**src/rtl/pl_clk_rst_monitor.sv**
```systemverilog
// Frequency/presence monitor for NUM_CH asynchronous PL clocks plus pl_resetn
// release-latency, timeout and re-assertion tracking, all on pl_clk0.
module pl_clk_rst_monitor #(
  parameter int NUM_CH      = 2,
  parameter int CNT_W       = 16,
  parameter int WINDOW      = 1000,
  parameter int RST_W       = 16,
  parameter int RST_TIMEOUT = 256
) (
  input  logic                    pl_clk0,
  input  logic                    pl_reset,
  input  logic [NUM_CH-1:0]       mon_clk,
  input  logic                    mon_resetn,
  input  logic                    enable,
  input  logic                    clear,
  input  logic [NUM_CH*CNT_W-1:0] lim_min,
  input  logic [NUM_CH*CNT_W-1:0] lim_max,
  output logic [NUM_CH*CNT_W-1:0] edge_cnt,
  output logic                    cnt_valid,
  output logic [NUM_CH-1:0]       alive,
  output logic [NUM_CH-1:0]       fail,
  output logic                    rst_released,
  output logic [RST_W-1:0]        rst_release_cyc,
  output logic                    rst_timeout,
  output logic                    rst_reassert
);

  localparam int WIN_W = $clog2(WINDOW);
  localparam logic [WIN_W-1:0] WIN_LAST  = WIN_W'(WINDOW - 1);
  localparam logic [CNT_W-1:0] CNT_MAX   = {CNT_W{1'b1}};
  localparam logic [RST_W-1:0] RST_MAX   = {RST_W{1'b1}};
  localparam logic [RST_W-1:0] RST_LIMIT = RST_W'(RST_TIMEOUT);

  typedef enum logic {ST_IDLE = 1'b0, ST_RUN = 1'b1} state_t;

  logic [NUM_CH-1:0]       clk_s1_reg, clk_s2_reg, clk_s3_reg;
  logic                    rstn_s1_reg, rstn_s2_reg, rstn_s3_reg;
  logic [NUM_CH-1:0]       edge_det;

  state_t                  state_reg, state_next;
  logic [WIN_W-1:0]        win_reg, win_next;
  logic                    terminal, acc_keep;

  logic [NUM_CH*CNT_W-1:0] acc_reg, acc_next;
  logic [NUM_CH*CNT_W-1:0] edge_cnt_reg, edge_cnt_next;
  logic                    cnt_valid_reg;
  logic [NUM_CH-1:0]       alive_reg, alive_next;
  logic [NUM_CH-1:0]       fail_reg, fail_next;
  logic [NUM_CH-1:0]       out_of_range;

  logic [RST_W-1:0]        rst_cnt_reg, rst_cnt_next;
  logic                    released_reg, release_now;
  logic [RST_W-1:0]        release_cyc_reg, release_cyc_next;
  logic                    timeout_reg, timeout_next, timeout_set;
  logic                    reassert_reg, reassert_next, reassert_set;

  assign edge_det = clk_s2_reg & ~clk_s3_reg;

  always_comb begin
    state_next = state_reg;
    win_next   = win_reg;
    terminal   = 1'b0;
    acc_keep   = 1'b0;
    case (state_reg)
      ST_IDLE: begin
        win_next = '0;
        if (enable) state_next = ST_RUN;
      end
      ST_RUN: begin
        if (!enable) begin
          state_next = ST_IDLE;
          win_next   = '0;
        end else if (win_reg == WIN_LAST) begin
          terminal = 1'b1;
          win_next = '0;
        end else begin
          win_next = win_reg + 1'b1;
          acc_keep = 1'b1;
        end
      end
      default: state_next = ST_IDLE;
    endcase
  end

  // acc_sum folds in this cycle's edge so the terminal-cycle edge closes the window
  genvar gi;
  generate
    for (gi = 0; gi < NUM_CH; gi++) begin : g_ch
      logic [CNT_W-1:0] acc_cur, acc_sum;
      assign acc_cur = acc_reg[gi*CNT_W +: CNT_W];
      assign acc_sum = (edge_det[gi] && acc_cur != CNT_MAX) ? acc_cur + 1'b1 : acc_cur;
      assign acc_next[gi*CNT_W +: CNT_W] = acc_keep ? acc_sum : '0;
      assign edge_cnt_next[gi*CNT_W +: CNT_W] =
        terminal ? acc_sum : edge_cnt_reg[gi*CNT_W +: CNT_W];
      assign out_of_range[gi] = (acc_sum < lim_min[gi*CNT_W +: CNT_W]) ||
                                (acc_sum > lim_max[gi*CNT_W +: CNT_W]);
      assign fail_next[gi]  = (fail_reg[gi] & ~clear) | (terminal & out_of_range[gi]);
      assign alive_next[gi] = terminal ? (acc_sum != '0) : alive_reg[gi];
    end
  endgenerate

  assign release_now      = !released_reg && rstn_s3_reg;
  assign rst_cnt_next     = (!released_reg && !rstn_s3_reg && rst_cnt_reg != RST_MAX) ?
                            rst_cnt_reg + 1'b1 : rst_cnt_reg;
  assign release_cyc_next = release_now ? rst_cnt_reg : release_cyc_reg;
  assign timeout_set      = !released_reg && (rst_cnt_reg >= RST_LIMIT);
  assign reassert_set     = released_reg && !rstn_s3_reg;
  assign timeout_next     = (timeout_reg & ~clear) | timeout_set;
  assign reassert_next    = (reassert_reg & ~clear) | reassert_set;

  always_ff @(posedge pl_clk0) begin
    if (pl_reset) begin
      clk_s1_reg      <= '0;
      clk_s2_reg      <= '0;
      clk_s3_reg      <= '0;
      rstn_s1_reg     <= 1'b0;
      rstn_s2_reg     <= 1'b0;
      rstn_s3_reg     <= 1'b0;
      state_reg       <= ST_IDLE;
      win_reg         <= '0;
      acc_reg         <= '0;
      edge_cnt_reg    <= '0;
      cnt_valid_reg   <= 1'b0;
      alive_reg       <= '0;
      fail_reg        <= '0;
      rst_cnt_reg     <= '0;
      released_reg    <= 1'b0;
      release_cyc_reg <= '0;
      timeout_reg     <= 1'b0;
      reassert_reg    <= 1'b0;
    end else begin
      clk_s1_reg      <= mon_clk;
      clk_s2_reg      <= clk_s1_reg;
      clk_s3_reg      <= clk_s2_reg;
      rstn_s1_reg     <= mon_resetn;
      rstn_s2_reg     <= rstn_s1_reg;
      rstn_s3_reg     <= rstn_s2_reg;
      state_reg       <= state_next;
      win_reg         <= win_next;
      acc_reg         <= acc_next;
      edge_cnt_reg    <= edge_cnt_next;
      cnt_valid_reg   <= terminal;
      alive_reg       <= alive_next;
      fail_reg        <= fail_next;
      rst_cnt_reg     <= rst_cnt_next;
      released_reg    <= released_reg | release_now;
      release_cyc_reg <= release_cyc_next;
      timeout_reg     <= timeout_next;
      reassert_reg    <= reassert_next;
    end
  end

  assign edge_cnt        = edge_cnt_reg;
  assign cnt_valid       = cnt_valid_reg;
  assign alive           = alive_reg;
  assign fail            = fail_reg;
  assign rst_released    = released_reg;
  assign rst_release_cyc = release_cyc_reg;
  assign rst_timeout     = timeout_reg;
  assign rst_reassert    = reassert_reg;

endmodule
```
**config.mk**
```make
export PLATFORM = sky130hd
export DESIGN_NAME = pl_clk_rst_monitor
export DESIGN_NICKNAME = d
export VERILOG_FILES = /design/src/rtl/pl_clk_rst_monitor.sv
export SDC_FILE = /design/constraint.sdc
export NUM_CORES = 1
export LEC_CHECK = 0
export ABC_CLOCK_PERIOD_IN_PS = 3200
export CAP_MARGIN = 20
export CORE_UTILIZATION = 45
export DETAILED_ROUTE_END_ITERATION = 7
export MAX_ROUTING_LAYER = met4
export PLACE_DENSITY = 0.73
export SYNTH_ARGS = -nofsm -noshare
export SYNTH_HDL_FRONTEND = slang
export SYNTH_SLANG_ARGS = --single-unit
export TNS_END_PERCENT = 5
```
**constraint.sdc**
```tcl
create_clock -name pl_clk0 -period 3.2 [get_ports pl_clk0]
set_input_delay 0.32 -clock pl_clk0 [delete_from_list [all_inputs] [get_ports pl_clk0]]
set_output_delay 0.32 -clock pl_clk0 [all_outputs]
set_load 0.02 [all_outputs]
```
==> Yosys cells after proc, flatten, opt, wreduce, memory -nomap -nowiden <==
Index checks and enable logic that the tools add are counted.
{ "totals": {"register_bits": 124, "word_cells": 73, "in_bits": 71} }
{ "op_classes": {"n_reduce_logical": 14, "bitwise": 16, "add_sub_neg": 4, "n_eq_ne": 4, "order_cmp": 5, "muxes": 12} }
{ "ops": {"columns": ["operator", "n"], "rows": [
  ["$add 16x1->16 const B", 3],
  ["$ne 16x16->1 const B", 3],
  ["$gt 16x16->1", 2],
  ["$lt 16x16->1", 2],
  ["$mux 16", 2],
  ["$reduce_bool 16->1", 2],
  ["$mux 10", 2],
  ["$pmux 10 s2", 1],
  ["$ge 16x9->1 const B", 1],
  ["$add 10x1->10 const B", 1],
  ["$eq 10x10->1 const B", 1],
  ["$logic_and 1x1->1", 7],
  ["$mux 1", 7],
  ["$and 1x1->1", 6],
  ["$or 1x1->1", 5],
  ["$not 1->1", 3],
  ["$and 2x2->2", 1],
  ["$logic_not 1->1", 2],
  ["$logic_or 1x1->1", 2],
  ["$not 2->2", 1],
  ["$reduce_or 2->1", 1]
]} }

==> Depth between registers and ports, before layout <==
Gate-level depths: netlist of run 1.
{ "depth": {"word_depth": 8, "ltp_mapped": 15, "ltp_nobuf": 14} }

==> Worst setup path before layout of run 1 <==
No wires, ideal clock.
{ "synth_path": {"kind": "flip-flop to flip-flop", "start": "register acc_reg[0]", "end": "register fail_reg[0], in the netlist fail[0]", "arrival_ps": 3011, "setup_ps": 127, "path_buffers": 0, "path_stages_with_launch": 15, "slack_ps": 62, "cell_sequence": "dfxtp_1 > ha_1 > nand4_1 > nor4_2 > nor3_1 > nand3_1 > xnor2_1 > ha_1 > a21o_1 > a21o_1 > a21o_1 > a211oi_1 > o21ai_0 > a32oi_1 > nand3_1"} }
{ "synth_between": {"elab_chain_cells": 7, "word_cells_on_any_way": 9, "classes_between": "1 x add/sub; 2 x order compare; 1 x eq/ne; 1 x mux; 2 x bitwise; 2 x reduce/logical"} }
{ "synth_rtl": {"columns": ["item", "line", "rtl"], "rows": [
  ["from (decl)", "44", "logic [NUM_CH*CNT_W-1:0] acc_reg, acc_next;"],
  ["from (signal assigned)", "140", "acc_reg <= acc_next;"],
  ["branches (longest 2 deep; another with $add 16x1->16)", null, null],
  ["$mux 16 *", "91", "assign acc_sum = (edge_det[gi] && acc_cur != CNT_MAX) ? acc_cur + 1'b1 : acc_cur;"],
  ["via g_ch[0].acc_sum[9]", "89", "logic [CNT_W-1:0] acc_cur, acc_sum;"],
  ["$lt 16x16->1 or $gt 16x16->1 (tied branches)", "95, 96", null],
  ["$logic_or 1x1->1 *", "95", "assign out_of_range[gi] = (acc_sum < lim_min[gi*CNT_W +: CNT_W]) ||"],
  ["$and 1x1->1 *", "97", "assign fail_next[gi] = (fail_reg[gi] & ~clear) | (terminal & out_of_range[gi]);"],
  ["$or 1x1->1 *", "97", null],
  ["to (signal assigned)", "144", "fail_reg <= fail_next;"],
  ["to (decl)", "48", "logic [NUM_CH-1:0] fail_reg, fail_next;"]
]} }
Mark *: on every way through the listed nets, which the timed path passes.
A chain may end at the register's enable or synchronous reset.

==> Worst setup path in the final report of run 1 <==
{ "layout_path": {"start": "register acc_reg[16]", "end": "register fail_reg[1], in the netlist fail[1]"} }
{ "layout_between": {"elab_chain_cells": 7, "word_cells_on_any_way": 9, "classes_between": "1 x add/sub; 2 x order compare; 1 x eq/ne; 1 x mux; 2 x bitwise; 2 x reduce/logical"} }
{ "layout_rtl": {"columns": ["item", "line"], "rows": [
  ["branches (longest 2 deep; another with $add 16x1->16)", null],
  ["$mux 16 *", "91"],
  ["via g_ch[1].acc_sum[6]", "89"],
  ["$lt 16x16->1 or $gt 16x16->1 (tied branches)", "95, 96"],
  ["$logic_or 1x1->1 *", "95"],
  ["$and 1x1->1 *", "97"],
  ["$or 1x1->1 *", "97"]
]} }
Marks and branches as above.

==> run metrics, run 1 <==
outcome=finished clean; library cells used by synthesis=51; R2R Setup Slk=130 ps; most frequent cells after synthesis=dfxtp_1 (124), nand2_1 (108), inv_1 (77); CP Data Arrival Time=3350 ps; RSZ-0062 raised after global routing=yes; critical path fanouts, max=6; post-placement setup slack=around 7.8 ps; CTS tree=yes; via count=about 6000; critical path class=register to register; overall power=3640 uW; met3 wire len=709 um; Core Area=around 0.015 sq mm; Worst-Skew Late Latency=roughly 410 ps; average wire per standard cell=14.6 um; Yosys Warn Count=0; final hold violation count=0; layout cells sized above 1=9.25%; worst setup path startpoint=acc_reg[16]; Worst R2R Path Depth=13; largest net degree at the start of global routing=55; 1st-pass router iterations=5; global-route wire length before repair=28000 um; final setup fails=0; Synth-to-Final Area Change=33.2%; Routability Congestion=0.921; post-placement cell count=1136; Post-DP HPWL=12800 um; Setup WS post-layout=126 ps; CTS max path bufs=2; worst slew pin tran=965 ps; Mapped Area=0.00674 sq mm; slowest cell delay on critical path=380 ps; filler cell count=1246; reg2reg end=fail[1]; nets=between 1000 and 1500; n_diodes=0; PwrDens=between 400 and 500 mW/mm^2; WL met2=8300 um; setup bufs post-CTS=0; CP cell instances=ha_2 > and3_2 > and3_1 > nand3_1 > xor2_2 > inv_1 > ha_1 > and3_1 > a221o_1 > a31oi_1 > o211ai_1 > a32oi_1 > o41ai_1; Slew Limit Headroom=35.4%; H-Tree Depth=4; crit start category=register; I/O Buffers=about 130; Post-Synthesis Mean Instance Area=8.16 sq um; vias per inst=about 5.3; IO Pins=127; CTS buffer count=17; vias in the first global route=5821; Crit-path slowest cell=dfxtp_2; #FFs+latches synth=124; final worst-path cycle share=between 90% and 100%; Final TNS setup=0 ps; # rows=44; Leak=between 0.003 and 0.004 uW; Gate Count Post-Synth=roughly 830; Peak Freq=0.325 GHz; most frequent CP cell=and3_1; worst clock skew=approximately 8.4 ps; ANT nets after route=0; Synth area leader=dfxtp_1; clock sinks=~120; Final Non-Filler Cells=between 1000 and 1500; reg2reg start=acc_reg[16]; Reg clk slew, reported paths=~60 ps; Starting Density=46.2%; CP Capture Type=register; Synth Flop Type=dfxtp_1; total routed wirelength=17100 um; die width=124 um; root buf cell=clkbuf_16; Die H=124 um; share of the synthesized area in the top cell type=36.8%; main area contributors after synthesis=dfxtp_1 (37%), ha_1 (12%), nand2_1 (6.0%); Residual DRC=0; crit path to=fail[1]; Die ar.=0.0155 sq mm; cell with the most instances after synthesis=dfxtp_1; initial antenna violation count=0; Hold Slack=358 ps; overall routing resource usage=between 20 and 25%; GRT Residual Overflow=0; Seq/Total Area, Yosys=36.8%; Max Cap Viol=0; EDFF count, synth=0; Final Slew Violations=0; CTS Hold Bufs=0; max layer used=met4; min cycle time layout=~3000 ps; worst vdd ir=roughly 400 uV; Initial DRC Count=around 330; Worst Path Required=3480 ps; syn nets=between 900 and 1000; M1 WL=7920 um; HP Class=input pin to register; Post-synth ARST share=0%
## kinds of logic (layout without fill, tap and decap cells)
family | after synthesis | in the layout | share of synthesized area [%]
AOI/OAI and AO/OA | 136 | 136 | 12.7
and+or+nand+nor | 338 | 338 | 24.8
muxes | 5 | 5 | 0.799
xor gates and xnor gates | 47 | 47 | 6.11
adders and majority gates | 67 | 67 | 12.4
DFF | 124 | 124 | 36.8
buffers and inverters | 109 | 267 | 6.33
## critical path: cells and delay by family, from the launching register on
kind	cells	cell delay [ps]
AOI/OAI and AO/OA	5	920
xor gates and xnor gates	1	250
adders and majority gates	2	520
buffers and inverters	1	100
DFF	1	380
and+or+nand+nor	4	780
## metrics by stage
step           utilization (%)  area (sq um)
6_report                  61.5          8970
5_1_grt                   61.5          8970
4_1_cts                   61.1          8920
3_5_place_dp              57.1          8330
3_3_place_gp              57.1          8330
2_1_floorplan                -          6740
## worst min-delay path by stage
stage	start	endpoint	slack, ps	depth (start not counted)
3_3_place_gp	rstn_s2_reg	rstn_s3_reg	420	1
5_1_grt	pl_reset	rst_timeout	380	2
4_1_cts	pl_reset	rst_cnt_reg[9]	340	2
3_5_place_dp	clk_s1_reg[1]	clk_s2_reg[1]	420	1
6_report	pl_reset	rst_cnt_reg[7]	360	2
2_1_floorplan	clk_s1_reg[0]	clk_s2_reg[0]	410	1
## power by group
| group | switching (uW) | total, uW | leakage [uW] | internal [uW] |
|---|---|---|---|---|
| combinational | 102 | 224 | 0.00256 | 122 |
| clock | 728 | 1850 | 0.000275 | 1130 |
| sequential | 8.94 | 1570 | 0.00100 | 1560 |
| total | 839 | 3640 | 0.00384 | 2800 |
## cells in the final DEF (no fill, tap or decap), types with 4 or more instances in the layout
cell / netlist / layout
nor2b_1: 34 / 33
xor2_1: 23 / 22
a21o_1: 14 / 14
nor4_1: 7 / 7
inv_1: 77 / 77
o211ai_1: 4 / 4
a211oi_1: 14 / 14
nor3_1: 14 / 13
clkinv_4: 0 / 4
buf_4: 2 / 32
clkinvlp_4: 0 / 4
xnor2_1: 24 / 21
clkdlybuf4s50_1: 0 / 125
nor2_1: 72 / 70
a21oi_1: 62 / 62
nand3_1: 29 / 29
nand2b_1: 5 / 5
clkbuf_16: 0 / 17
or3_1: 5 / 5
nand2_1: 108 / 108
and4_1: 8 / 8
ha_1: 67 / 66
nand4_1: 29 / 29
and3_1: 14 / 13
a41oi_1: 4 / 4
o21ai_0: 13 / 13
a31oi_1: 6 / 6
dfxtp_1: 124 / 122
## per-layer routing
layer  global-route usage, %  vias to the layer above
met3                    3.65                       14
met1                    28.8                     2811
met4                    6.45                        0
li1                        -                     3121
met5                       -                        -
met2                    37.5                      186
## timing repair
| action | CTS | global route |
|---|---|---|
| resized for setup | 1 | 12 |
| endpoints found under the hold margin | 0 | 0 |
| setup endpoints to repair | 1 | 2 |
| pin swaps | 0 | 1 |
## cell type report
cell class / count / area, sq um / share of cell area, %
clock buffers: 19 / 453 / 5.05
clock inverters: 13 / 133 / 1.48
inverters: 77 / 289 / 3.22
multi-input cells: 593 / 3880 / 43.3
flip-flops and latches: 124 / 2480 / 27.7
well taps: 184 / 230 / 2.57
repair buffers: 158 / 1500 / 16.7
Power figures use the tool's default switching activity.
==> run 2, diff against run 1 <==
Settings changed: PLACE_DENSITY 0.73 to 0.75.
==> run 2 against run 1 <==
Final cell count hardly changed. Core utilization about the same. Non-clock buffer count rose by 1. Sequential cell count did not move. Final area hardly changed. Global-route usage fell by 0.41 points. Critical path type unchanged.
==> run metrics, run 2 (synthesis gave the netlist of run 1 again) <==
outcome=finished clean; Initial DRC Count=369; initial antenna violation count=0; via count=6078; Cell Int Power=about 2900 uW; nets=about 1100; overall routing resource usage=between 20 and 25%; H-Tree Depth=4; Die H=roughly 120 um; CTS tree=yes; Worst Path Required=3490 ps; average wire per standard cell=14.2 um; Leak=~0.0039 uW; setup bufs post-CTS=0; sequential share of power=41.9%; Crit-path slowest cell=dfxtp_1; Switching Share=23.5%; Die ar.=roughly 0.015 sq mm; min cycle time layout=3030 ps; ANT nets after route=0; I/O Buffers=roughly 130; largest net degree at the start of global routing=62; Final Non-Filler Cells=1169; GRT Residual Overflow=0; Peak Freq=between 0.3 and 0.4 GHz; worst clock skew=11.6 ps; final worst-path cycle share=roughly 95%; CTS max path bufs=2; global-route wire length before repair=roughly 28000 um; vias in the first global route=5814; HP Class=input pin to register; crit start category=register; Clk pwr share=~52%; final setup fails=0; critical path fanouts, max=6; Final TNS setup=0 ps; Slew Limit Headroom=about 36%; total routed wirelength=16700 um; most common cell after layout, fill and taps aside=clkdlybuf4s50_1; Worst-Skew Late Latency=420 ps; vias per inst=5.20; PwrDens=416 mW/mm^2; Starting Density=46.2%; Comb pwr share=6.0%; Util after Layout=61.5%; Reg clk slew, reported paths=60 ps; final hold violation count=0; Max Cap Viol=0; Net Sw Power=approximately 900 uW; layout cells sized above 1=8.73%; CP Capture Type=register; most frequent cells in the layout=clkdlybuf4s50_1 (125), dfxtp_1 (123), nand2_1 (108); slowest cell delay on critical path=400 ps; critical path class=register to register; worst slew pin tran=957 ps; IO Pins=127; clock sinks=124; Routability Congestion=~0.91; worst vdd ir=between 400 and 500 uV; Residual DRC=0; Synth-to-Final Area Change=33.2%; CP cell instances=ha_1 > and3_2 > and3_1 > nand3_1 > xor2_2 > inv_1 > ha_1 > and3_1 > a221o_1 > a31oi_1 > o211ai_1 > a32oi_1 > o41ai_1; Final Slew Violations=0; CP Data Arrival Time=3330 ps; die width=~120 um; 1st-pass router iterations=4; filler cell count=~1200; post-placement cell count=1137; root buf cell=clkbuf_16; Core Area=approximately 0.015 sq mm; Post-DP HPWL=12400 um; CTS buffer count=17; n_diodes=0; CTS Hold Bufs=0; # rows=44
==> run 2: cell types whose count changed in the layout (fill, tap and decap cells not counted), sizes merged <==
cell and delta:
buf +1, bufinv +1, clkbuf -2, clkinv -3, clkinvlp -1, inv +5
==> run 2: cell type report <==
cell class | instances | area (sq um) | area share, %
tap | 184 | 230 | 2.57
clock inverter | 15 | 175 | 1.95
multi-input combinational | 593 | 3860 | 43.1
sequential | 124 | 2480 | 27.7
inverter | 77 | 289 | 3.22
clock buffer | 17 | 425 | 4.74
timing repair buffer | 159 | 1500 | 16.8
==> run 2: routing by layer <==
layer  wire length, um  share of wire, %  global-route usage [%]
met1              7760                47                    28.2
met2              8130                49                    36.6
met3               614               3.7                    4.04
met4               156              0.94                    6.45
met5                 0                 0                       -
==> run 2: worst paths after layout <==
kind                      start       endpoint  slack (ps)  depth (start not counted)
setup reg to reg    acc_reg[17]        fail[1]         170                         13
hold reg to reg   clk_s1_reg[1]  clk_s2_reg[1]         430                          1
hold / removal         pl_reset   rst_released         290                          2
setup / recovery    acc_reg[17]        fail[1]         170                         13
==> run 2: repair_timing <==
item	4_1_cts	5_1_grt
resized for setup	0	7
endpoints found under the setup margin	0	2
hold endpoints to repair	0	0
==> run 2: critical path: cells and delay by family (launching register included) <==
kind	cells	cell delay, ps
adder cells (fa/ha/maj)	2	530
AND/OR/NAND/NOR	4	800
XOR/XNOR	1	190
buffers and inverters	1	110
flip-flops	1	400
AO/OA/AOI/OAI	5	890
==> run 2: through the flow <==
stage / power [uW] / cell area, sq um / hold slack [ps] / setup WS, ps
after global routing: 3860 / 8970 / 314 / -11.8
after detailed placement: 1820 / 8340 / 420 / 121
after floorplan: 1700 / 6740 / 414 / 61.9
after global placement: 1820 / 8340 / 417 / 203
after CTS: 3750 / 8940 / 273 / 122
final: 3730 / 8970 / 288 / 166
==> run 2: power groups by stage <==
stage / combinational [uW] / sequential, uW / clock (uW)
2_1_floorplan: 104 / 1600 / 0
3_3_place_gp: 220 / 1600 / 0
3_5_place_dp: 223 / 1600 / 0
4_1_cts: 227 / 1560 / 1960
5_1_grt: 252 / 1570 / 2040
6_report: 226 / 1570 / 1940
==> run 3, diff against run 2 <==
Settings changed: HOLD_SLACK_MARGIN set to 0.12, REMOVE_ABC_BUFFERS set to 1.
==> run 3 against run 2 <==
Register-to-register slack improved by 20 ps. Count of clock-buffer cells in the layout rose by 3. Hold slack improved by 110 ps. Critical path type unchanged. Largest cell class unchanged. Highest routed layer unchanged.
==> run metrics, run 3 (synthesis gave the netlist of run 1 again) <==
HP Class=input pin to register; Util after Layout=61.5%; Routability Congestion=0.906; die width=124 um; layout cells sized above 1=8.65%; CTS tree=yes; PwrDens=416 mW/mm^2; GRT Residual Overflow=0; Die ar.=0.0155 sq mm; critical path fanouts, max=7; Comb pwr share=6.0%; n_diodes=0; Starting Density=46.2%; CP Data Arrival Time=~3300 ps; nets=1109; worst clock skew=7.07 ps; worst setup path startpoint=acc_reg[0]; Clk pwr share=a little over half; Max Cap Viol=0; CTS max path bufs=2; ANT nets after route=0; vias per inst=5.24; average wire per standard cell=14.5 um; Net Sw Power=798 uW; Switching Share=21.4%; global-route wire length before repair=28500 um; Post-DP HPWL=about 12000 um; I/O Buffers=126; IO Pins=127; vias in the first global route=between 5000 and 6000; Final Slew Violations=0; Residual DRC=0; initial antenna violation count=0; final worst-path cycle share=94.1%; multi-input logic area=slightly below 0.004 sq mm; Die H=124 um; CTS buffer count=17; most frequent cells in the layout=clkdlybuf4s50_1 (125), dfxtp_1 (120), nand2_1 (108); final setup fails=0; Reg clk slew, reported paths=60 ps; root buf cell=clkbuf_16; final hold violation count=0; most common cell after layout, fill and taps aside=clkdlybuf4s50_1; Worst-Skew Late Latency=410 ps; crit start category=register; # rows=between 40 and 50; Hold Crit Start=pl_reset; R2R Setup Slk=roughly 190 ps; Final TNS setup=0 ps; reg2reg start=acc_reg[0]; Slew Limit Headroom=37.5%; H-Tree Depth=4; Core Area=~0.015 sq mm; total routed wirelength=roughly 17000 um; 1st-pass router iterations=5; sequential share of power=42.0%; FF/Latch Area=0.00249 sq mm; Cell Int Power=2930 uW; Peak Freq=0.332 GHz; largest net degree at the start of global routing=80; outcome=finished clean; Leak=approximately 0.0038 uW; filler cell count=1280; Worst Path Required=3490 ps; worst slew pin tran=937 ps; Initial DRC Count=between 300 and 400; Synth-to-Final Area Change=33.1%; worst vdd ir=406 uV; critical path class=register to register; CP Capture Type=register; clock sinks=about 120; min cycle time layout=3010 ps; overall routing resource usage=23.2%; CTS Hold Bufs=0; via count=around 6100
## run 3: layer usage
layer | wire length (um) | up-vias | GRT usage (%)
met3 | 666 | 27 | 4.30
met5 | 0 | - | -
met4 | 319 | 0 | 8.43
met1 | 7920 | 2814 | 29.0
met2 | 8000 | 149 | 37.2
li1 | - | 3124 | -
## run 3: final cells by class
class	count	share of cell area, %
Multi-Input combinational cell	593	43.1
Sequential cell	124	27.7
Timing Repair Buffer	158	16.7
Clock buffer	20	5.09
Inverter	77	3.22
Tap cell	184	2.57
Clock inverter	11	1.60
## run 3: path summary, 6_finish.rpt
kind / to / cells after the start
setup / recovery: fail[0] / 12
setup reg to reg: fail[0] / 12
hold reg to reg: clk_s2_reg[1] / 1
hold / removal: acc_reg[2] / 3
## run 3: worst max-delay path: stages (launching register included)
cell and delay (ps):
dfxtp_2 380, ha_2 230, nand3_1 150, or2_2 330, nor2_1 150, mux2_4 350, ha_1 300, a21o_1 160
a21o_1 170, a211oi_1 240, o21ai_0 140, a32oi_1 210, nand3_1 90
## run 3: repair_timing
item                       in CTS  in global routing
setup endpoints to repair       1                  2
resized for setup               1                  9
buffers inserted                0                  0
pin swaps                       0                  1
## run 3: stage by stage
step	power (uW)	hold WS [ps]	area, sq um	setup slack [ps]	cells
6_report	3730	395	8970	190	1167
5_1_grt	3870	413	8970	-9.10	1167
4_1_cts	3770	391	8940	86.2	1167
3_5_place_dp	1820	427	8330	-10.5	1136
3_3_place_gp	1820	416	8330	110	1136
2_1_floorplan	1690	389	6600	61.9	794
## run 3: power by group through the flow
| stage | Sequential [uW] | Clock [uW] | Combinational [uW] |
|---|---|---|---|
| floorplan | 1600 | 0 | 88.4 |
| global placement | 1600 | 0 | 219 |
| detailed placement | 1600 | 0 | 222 |
| CTS | 1570 | 1980 | 225 |
| global route | 1570 | 2050 | 248 |
| finish | 1570 | 1940 | 223 |
